[src/rtl/mem_wb_pkg.sv]
// Shared constants and types for the memory/write-back stage of the 16-bit pipeline.
package mem_wb_pkg;

  localparam int MEM_WB_DSIZE = 16;
  localparam int RF_AW        = 3;
  localparam int ST_W         = 4;

  typedef enum logic {
    IDLE = 1'b0,
    WAIT = 1'b1
  } state_e;

endpackage

[src/rtl/mem_wb_pr.sv]
// Mem:WB pipeline register; a bubble clears the write enable and holds the other fields.
module mem_wb_pr
  import mem_wb_pkg::*;
#(
  parameter int DSIZE = MEM_WB_DSIZE
) (
  input  logic             clk,
  input  logic             rst_n,
  input  logic             bubble,
  input  logic             we_in,
  input  logic [RF_AW-1:0] addr_in,
  input  logic [DSIZE-1:0] wdata_in,
  input  logic [ST_W-1:0]  status_in,
  output logic             we_o,
  output logic [RF_AW-1:0] addr_o,
  output logic [DSIZE-1:0] wdata_o,
  output logic [ST_W-1:0]  status_o
);

  logic             we_q, we_d;
  logic [RF_AW-1:0] addr_q, addr_d;
  logic [DSIZE-1:0] wdata_q, wdata_d;
  logic [ST_W-1:0]  status_q, status_d;

  always_comb begin
    we_d     = 1'b0;
    addr_d   = addr_q;
    wdata_d  = wdata_q;
    status_d = status_q;
    if (!bubble) begin
      we_d     = we_in;
      addr_d   = addr_in;
      wdata_d  = wdata_in;
      status_d = status_in;
    end
  end

  always_ff @(posedge clk or negedge rst_n) begin
    if (!rst_n) begin
      we_q     <= 1'b0;
      addr_q   <= '0;
      wdata_q  <= '0;
      status_q <= '0;
    end else begin
      we_q     <= we_d;
      addr_q   <= addr_d;
      wdata_q  <= wdata_d;
      status_q <= status_d;
    end
  end

  assign we_o     = we_q;
  assign addr_o   = addr_q;
  assign wdata_o  = wdata_q;
  assign status_o = status_q;

endmodule

[src/rtl/mem_wb_stage.sv]
// Memory/write-back stage: req/ack data-memory access with upstream stall,
// wait-cycle timeout and the Mem:WB register feeding the register-file write port.
module mem_wb_stage
  import mem_wb_pkg::*;
#(
  parameter int DSIZE   = MEM_WB_DSIZE,
  parameter int TIMEOUT = 15
) (
  input  logic             Clk,
  input  logic             Rst_n,
  input  logic             sel_mem2Reg,
  input  logic             RFwriteEnab,
  input  logic [DSIZE-1:0] ALUresult,
  input  logic [RF_AW-1:0] RFdest_rd,
  input  logic [ST_W-1:0]  ALUstatus,
  input  logic             memEnab,
  input  logic             memWriteEnab,
  input  logic [DSIZE-1:0] memWdata,
  output logic             stall_o,
  output logic             dmem_req_o,
  output logic             dmem_we_o,
  output logic [DSIZE-1:0] dmem_addr_o,
  output logic [DSIZE-1:0] dmem_wdata_o,
  input  logic             dmem_ack,
  input  logic [DSIZE-1:0] dmem_rdata,
  output logic             RFwe_o,
  output logic [RF_AW-1:0] RFaddr_o,
  output logic [DSIZE-1:0] RFwdata_o,
  output logic [ST_W-1:0]  status_o,
  output logic             err_o
);

  localparam int               CNT_W    = $clog2(TIMEOUT + 1);
  localparam logic [CNT_W-1:0] CNT_LAST = CNT_W'(TIMEOUT - 1);
  localparam logic [CNT_W-1:0] CNT_MAX  = CNT_W'(TIMEOUT);

  state_e           state_q, state_d;
  logic [CNT_W-1:0] cnt_q, cnt_d;
  logic             err_q, err_d;
  logic             we_q, we_d;
  logic [DSIZE-1:0] addr_q, addr_d;
  logic [DSIZE-1:0] wdata_q, wdata_d;
  logic             in_wait, start, timeout, bubble;
  logic [DSIZE-1:0] wb_data;

  assign in_wait = (state_q == WAIT);
  assign start   = !in_wait && memEnab;
  // The last unacknowledged wait cycle aborts; an ack in that same cycle still completes.
  assign timeout = in_wait && !dmem_ack && (cnt_q == CNT_LAST);
  assign bubble  = start || (in_wait && !dmem_ack);
  assign wb_data = (in_wait && sel_mem2Reg) ? dmem_rdata : ALUresult;
  assign err_d   = err_q | timeout;

  always_ff @(posedge Clk or negedge Rst_n) begin
    if (!Rst_n) state_q <= IDLE;
    else        state_q <= state_d;
  end

  always_comb begin
    state_d = state_q;
    case (state_q)
      IDLE:    if (memEnab) state_d = WAIT;
      WAIT:    if (dmem_ack || timeout) state_d = IDLE;
      default: state_d = IDLE;
    endcase
  end

  // Stall is forced low while reset is asserted so every output reads 0 in reset.
  always_comb begin
    dmem_req_o = in_wait;
    dmem_we_o  = in_wait && we_q;
    stall_o    = 1'b0;
    if (Rst_n) begin
      case (state_q)
        IDLE:    stall_o = memEnab;
        WAIT:    stall_o = !dmem_ack && !timeout;
        default: stall_o = 1'b0;
      endcase
    end
  end

  always_comb begin
    cnt_d   = cnt_q;
    we_d    = we_q;
    addr_d  = addr_q;
    wdata_d = wdata_q;
    if (start) begin
      cnt_d   = '0;
      we_d    = memWriteEnab;
      addr_d  = ALUresult;
      wdata_d = memWdata;
    end else if (in_wait && !dmem_ack && (cnt_q != CNT_MAX)) begin
      cnt_d = cnt_q + 1'b1;
    end
  end

  always_ff @(posedge Clk or negedge Rst_n) begin
    if (!Rst_n) begin
      cnt_q   <= '0;
      err_q   <= 1'b0;
      we_q    <= 1'b0;
      addr_q  <= '0;
      wdata_q <= '0;
    end else begin
      cnt_q   <= cnt_d;
      err_q   <= err_d;
      we_q    <= we_d;
      addr_q  <= addr_d;
      wdata_q <= wdata_d;
    end
  end

  assign dmem_addr_o  = addr_q;
  assign dmem_wdata_o = wdata_q;
  assign err_o        = err_q;

  mem_wb_pr #(.DSIZE(DSIZE)) u_mem_wb_pr (
    .clk      (Clk),
    .rst_n    (Rst_n),
    .bubble   (bubble),
    .we_in    (RFwriteEnab),
    .addr_in  (RFdest_rd),
    .wdata_in (wb_data),
    .status_in(ALUstatus),
    .we_o     (RFwe_o),
    .addr_o   (RFaddr_o),
    .wdata_o  (RFwdata_o),
    .status_o (status_o)
  );

endmodule

[config.mk]
export PLATFORM = sky130hd
export DESIGN_NAME = mem_wb_stage
export DESIGN_NICKNAME = d
export VERILOG_FILES = /design/src/rtl/mem_wb_pkg.sv /design/src/rtl/mem_wb_pr.sv /design/src/rtl/mem_wb_stage.sv
export SDC_FILE = /design/constraint.sdc
export NUM_CORES = 1
export LEC_CHECK = 0
export ABC_CLOCK_PERIOD_IN_PS = 2040
export BUFFER_PORTS_ARGS = -buffer_cell sky130_fd_sc_hd__buf_2
export CORE_MARGIN = 1.5
export CORE_UTILIZATION = 45
export DETAILED_ROUTE_END_ITERATION = 6
export PLACE_DENSITY = 0.78
export SYNTH_ARGS = -nofsm -noshare
export SYNTH_HDL_FRONTEND = slang
export SYNTH_SLANG_ARGS = --single-unit
[constraint.sdc]
create_clock -name Clk -period 2.04 [get_ports Clk]
set_input_delay 0.204 -clock Clk [delete_from_list [all_inputs] [get_ports Clk]]
set_output_delay 0.204 -clock Clk [all_outputs]
set_load 0.05 [all_outputs]
* Word level (Yosys, flattened, before mapping) *
Cells that the tools add are included.

storage, ports and cells
  output and inout port bits = 60
  flip-flop bits (word level) = 63
  input bits = 62

cells by class
  equal/unequal tests = 2
  multiplexer cells = 9
  bitwise operators = 2
  reduce and logical (&&, ||, !) cells = 13
  add/sub/neg operators = 1

operator list
  kind                                           count
  two-way mux 16 bit                             1
  two-way mux 4 bit                              2
  logical AND 1 bit                              7
  adder 4 x 1 -> 4 bit (second input constant)   1
  equality test 4 bit (second input constant)    1
  two-way mux 1 bit                              4
  inequality test 4 bit (second input constant)  1
  one-hot mux 1 bit (2 select lines)             2
  logical NOT 1 bit                              3
  logical OR 1 bit                               2
  nonzero test 2 bit                             1
  inverter 1 bit                                 1
  OR 1 bit                                       1

* Depth between registers and ports, before layout *
  depth in word-level cells = 7
  depth in mapped cells = 5
  gate-level depth less buffers = 5

* Hierarchy *
A second synthesis with hierarchy kept.

second synthesis, totals
  cells, all modules = 241
  area, all modules = 2786.4 um^2

by module, submodules not included
  module        sequential area each (um^2)  area an instance (um^2)  cells an instance  times used
  mem_wb_stage  975.9                        1798.0                   190                1
  mem_wb_pr     600.6                        988.4                    51                 1

* Worst setup path before layout *
OpenSTA, ideal clock, no wires.

  kind = register to output
  start point = register state_q, in the netlist dmem_req_o
  end point = output stall_o
  arrival = 1.527 ns
  cell stages (with the launch flop) = 5
  setup slack = 0.309 ns
  buffers on the path = 1
  path through = dfrtp_1 -> nand2b_1 -> buf_2 -> o21ai_1 -> and2_1

on the way
  longest elaborated chain between the ends = 6

ends and longest elaborated chain
  item                                  RTL line            source
  from (decl)                           mem_wb_stage.sv:37  state_e state_q, state_d;
  from (signal assigned)                mem_wb_stage.sv:56  else state_q <= state_d;
  logical AND 1 bit (2 in series)       mem_wb_stage.sv:49  assign timeout = in_wait && !dmem_ack && (cnt_q == CNT_LAST);
  logical NOT 1 bit                     mem_wb_stage.sv:76  WAIT: stall_o = !dmem_ack && !timeout;
  logical AND 1 bit                     mem_wb_stage.sv:76
  one-hot mux 1 bit (2 select lines) *  mem_wb_stage.sv:74  case (state_q)
  two-way mux 1 bit *                   mem_wb_stage.sv:73  if (Rst_n) begin
  to (decl)                             mem_wb_stage.sv:19  output logic stall_o,

Every way passes the cells marked *; elsewhere a longest branch is shown, timed or not.

* Final worst setup path *
  start point = register cnt_q[0]
  end point = output stall_o

on the way
  longest elaborated chain between the ends = 6

ends and longest elaborated chain
  item                                RTL line             source
  from (decl)                         mem_wb_stage.sv:38   logic [CNT_W-1:0] cnt_q, cnt_d;
  from (signal assigned)              mem_wb_stage.sv:105  cnt_q <= cnt_d;
  equality test 4 bit                 mem_wb_stage.sv:49
  logical AND 1 bit                   mem_wb_stage.sv:49
  logical NOT 1 bit                   mem_wb_stage.sv:76
  logical AND 1 bit                   mem_wb_stage.sv:76
  one-hot mux 1 bit (2 select lines)  mem_wb_stage.sv:74
  two-way mux 1 bit                   mem_wb_stage.sv:73

No other way between the ends.

==> results_dict.tcl <==
set metrics [dict create \
    synthDominantAreaCellType "dfrtp_1" \
    synth_async_sr_flop_share_pct 100 \
    cts_buffer_depth 2 \
    post_route_cells_drive_above_1_share_pct 37.5 \
    timing.critical_path.required_ns 1.84 \
    grt_pass1_vias 2295 \
    max_cap_viol_count 0 \
    dp_hpwl_um 4510 \
    n_antenna_cell 0 \
    fill_cells 505 \
    min_path_cells 3 \
    ys_seq_area_share_pct 60.5 \
    cpLargestDelayFamily "flip-flops" \
    cp_slowest_stage_delay_ns 0.41 \
    area.sequential_um2 1580 \
    drt-met1-wl_um 2660 \
    holdBufCountCts 0 \
    postSynthRegisterBits 63 \
    fin_worst_skew_ns 0.00459 \
    die_w_um 79.1 \
    finish.net_count 448 \
    postCtsSetupBuffers 0 \
    maximum_number_of_pins_on_one_net_before_global_route_repair 64 \
    top_level_ports 122 \
    core_um2 5540 \
    synthDistinctLibCells 26 \
    routed_wl_um 6270 \
    chipHeight_um 79.1 \
    port-buffer-count 121 \
    initial_utilization_pct 47.1 \
    period_needed_ns 1.91 \
    overflow 0 \
    syn_inst 260 \
    post_synth_most_frequent_cells "101 x nand2_1, 63 x dfrtp_1, 31 x o21ai_0" \
    postSynthNetCount 324 \
    grt_pass1_wl_um 10500 \
    power.density_cell_area_nw_per_um2 1190 \
    worst-r2r-cell-count 4 \
    cp_num_cells 6 \
    synth.top_cells.by_area "dfrtp_1 60%, nand2_1 15%, mux2i_1 6.9%, o21ai_0 6.0%, mux2_1 1.7%" \
    critical_path.max_fanout 5 \
    fin_area_um2 3430 \
    end_kind "primary output" \
    final-hold-violation-count 0 \
    tritoncts "built" \
    placed_cell_area_um2 3290 \
    yosys.area.top_type_share_pct 60.5 \
    top_signal_layer_used "met4" \
    critical_path.slowest_cell "dfrtp_1" \
    insertion_delay_ns 0.32 \
    timing.setup.critical_path_class "register to primary output" \
    antenna_found_initial 0 \
    cp-start-kind "register" \
    fin_util_pct 61.9 \
    worst_setup_hold_path_clk_slew_ns 0.07 \
    areaGrowthSynthToFinish_pct 31.6 \
    fp-row-count 27 \
    synth.most_common_cell "nand2_1" \
    routabilityCongestion 0.778 \
    grt_use_total_pct 21.9 \
    min_period_over_period_pct 93.8 \
    dr_wl_met3_um 377 \
    design.die.area_um2 6260 \
    synth_area_um2 2610 \
    p_leak_nw 1.96 \
    antenna_violation_net_count_after_detailed_routing 0 \
    numCtsBuffers 9 \
    run_status "complete, no violations" \
    path_buf_inv 2 \
    synth_enable_flop_cells 0 \
    most_used_dff_post_synth "dfrtp_1" \
    arrival_time_worst_endpoint_ns 1.71 \
    holdCritPathClass "input port to register" \
    peakVddDrop_mv 0.613 \
    path_cells "inv_1 -> ha_1 -> and3_1 -> o21ai_1 -> and2_1 -> buf_2" \
    yosysWarningCount 0 \
    initialDrtViolationCount 137 \
    post_cts.resized_instances 0 \
    buffer_type_at_the_clock_tree_root "clkbuf_8" \
    cts_max_level 3 \
    fmax_ghz 0.523 \
    routed-wl-met2_um 3100 \
    multi_input_comb_area_um2 955 \
    slew-limit-headroom_pct 48.0 \
    count_of_unresolved_drc_violations_after_routing 0 \
    syn_avg_cell_area_um2 10.0 \
    detail_route.vias_per_cell 4.83 \
    routed-via-count 2216 \
    worst-slew-pin-transition_ns 0.781 \
    fin_tns_setup_ns 0 \
    unrepaired_setup_endpoints_after_global_routing "no" \
    drv_slew 0 \
    finalSetupViolations 0 \
    cts.sinks 63 \
    route.detailed.wl_per_inst_um 13.7 \
    drt_pass1_iterations 5 \
]
-- power by group --
group	leakage, nW	switching [mW]	total, mW	internal, mW
Clock	0.0761	0.427	0.851	0.424
Combinational	1.11	1.23	1.61	0.377
Sequential	0.774	0.139	1.64	1.50
-- through the flow --
step           std cells  power (mW)  hold WS, ns  worst slack [ns]
2_1_floorplan        260        2.84      -0.0916             0.309
3_3_place_gp         445        3.25        0.394             0.520
3_5_place_dp         445        3.28        0.399             0.426
4_1_cts              459        4.14       0.0515             0.121
5_1_grt              459        4.33       0.0653            0.0261
6_report             459        4.10       0.0657             0.126
-- registers in the layout, indices dropped and copies added, names as in the netlist --
signal / count
u_mem_wb_pr.we_o: 1
u_mem_wb_pr.addr_o: 3
err_o: 1
u_mem_wb_pr.status_o: 4
dmem_addr_o: 16
dmem_wdata_o: 16
cnt_q: 4
dmem_req_o: 1
u_mem_wb_pr.wdata_o: 16
we_q: 1
-- worst min-delay path, stage by stage --
cell and delay (ns):
buf_2 0.07, nand2_1 0.04, nand2_1 0.05
-- worst paths after layout --
check                                 from                       to  slack [ns]
setup / recovery                  cnt_q[0]                  stall_o        0.13
hold / removal                memWdata[10]         dmem_wdata_o[10]        0.07
setup reg to reg                dmem_req_o   u_mem_wb_pr.wdata_o[5]        0.43
hold reg to reg            dmem_wdata_o[5]          dmem_wdata_o[5]        0.47
max in group asynchronous            Rst_n         dmem_wdata_o[15]        1.44
min in group asynchronous            Rst_n  u_mem_wb_pr.wdata_o[12]        0.09
-- cells by family after synthesis --
group                    after synthesis  share of synthesized area [%]
AO/OA/AOI/OAI                         37                           7.34
adder cells (fa/ha/maj)                2                          0.960
buffers and inverters                 17                           3.21
flip-flops                            63                           60.5
multiplexers                          25                           9.93
AND/OR/NAND/NOR                      116                           18.1
-- layer usage --
| layer | vias to the layer above | track usage, % |
|---|---|---|
| li1 | 1091 | - |
| met1 | 1036 | 26.4 |
| met2 | 77 | 36.8 |
| met3 | 12 | 5.86 |
| met4 | 0 | 9.47 |
| met5 | - | 0 |
-- placed cells by master (no fill, tap or decap), drive strengths merged, types with 7 or more instances in the layout --
master / instances
buf: 128
clkbuf: 12
dfrtp: 63
mux2: 7
mux2i: 18
nand2: 103
o21ai: 33
-- cell type report --
cell class	instances	area share (%)
Timing Repair Buffer	128	19.2
Clock inverter	2	0.292
Sequential cell	63	45.9
Multi-Input combinational cell	180	27.8
Clock buffer	12	3.94
Inverter	2	0.219
Tap cell	72	2.62
(Power assumes the default switching activity.)
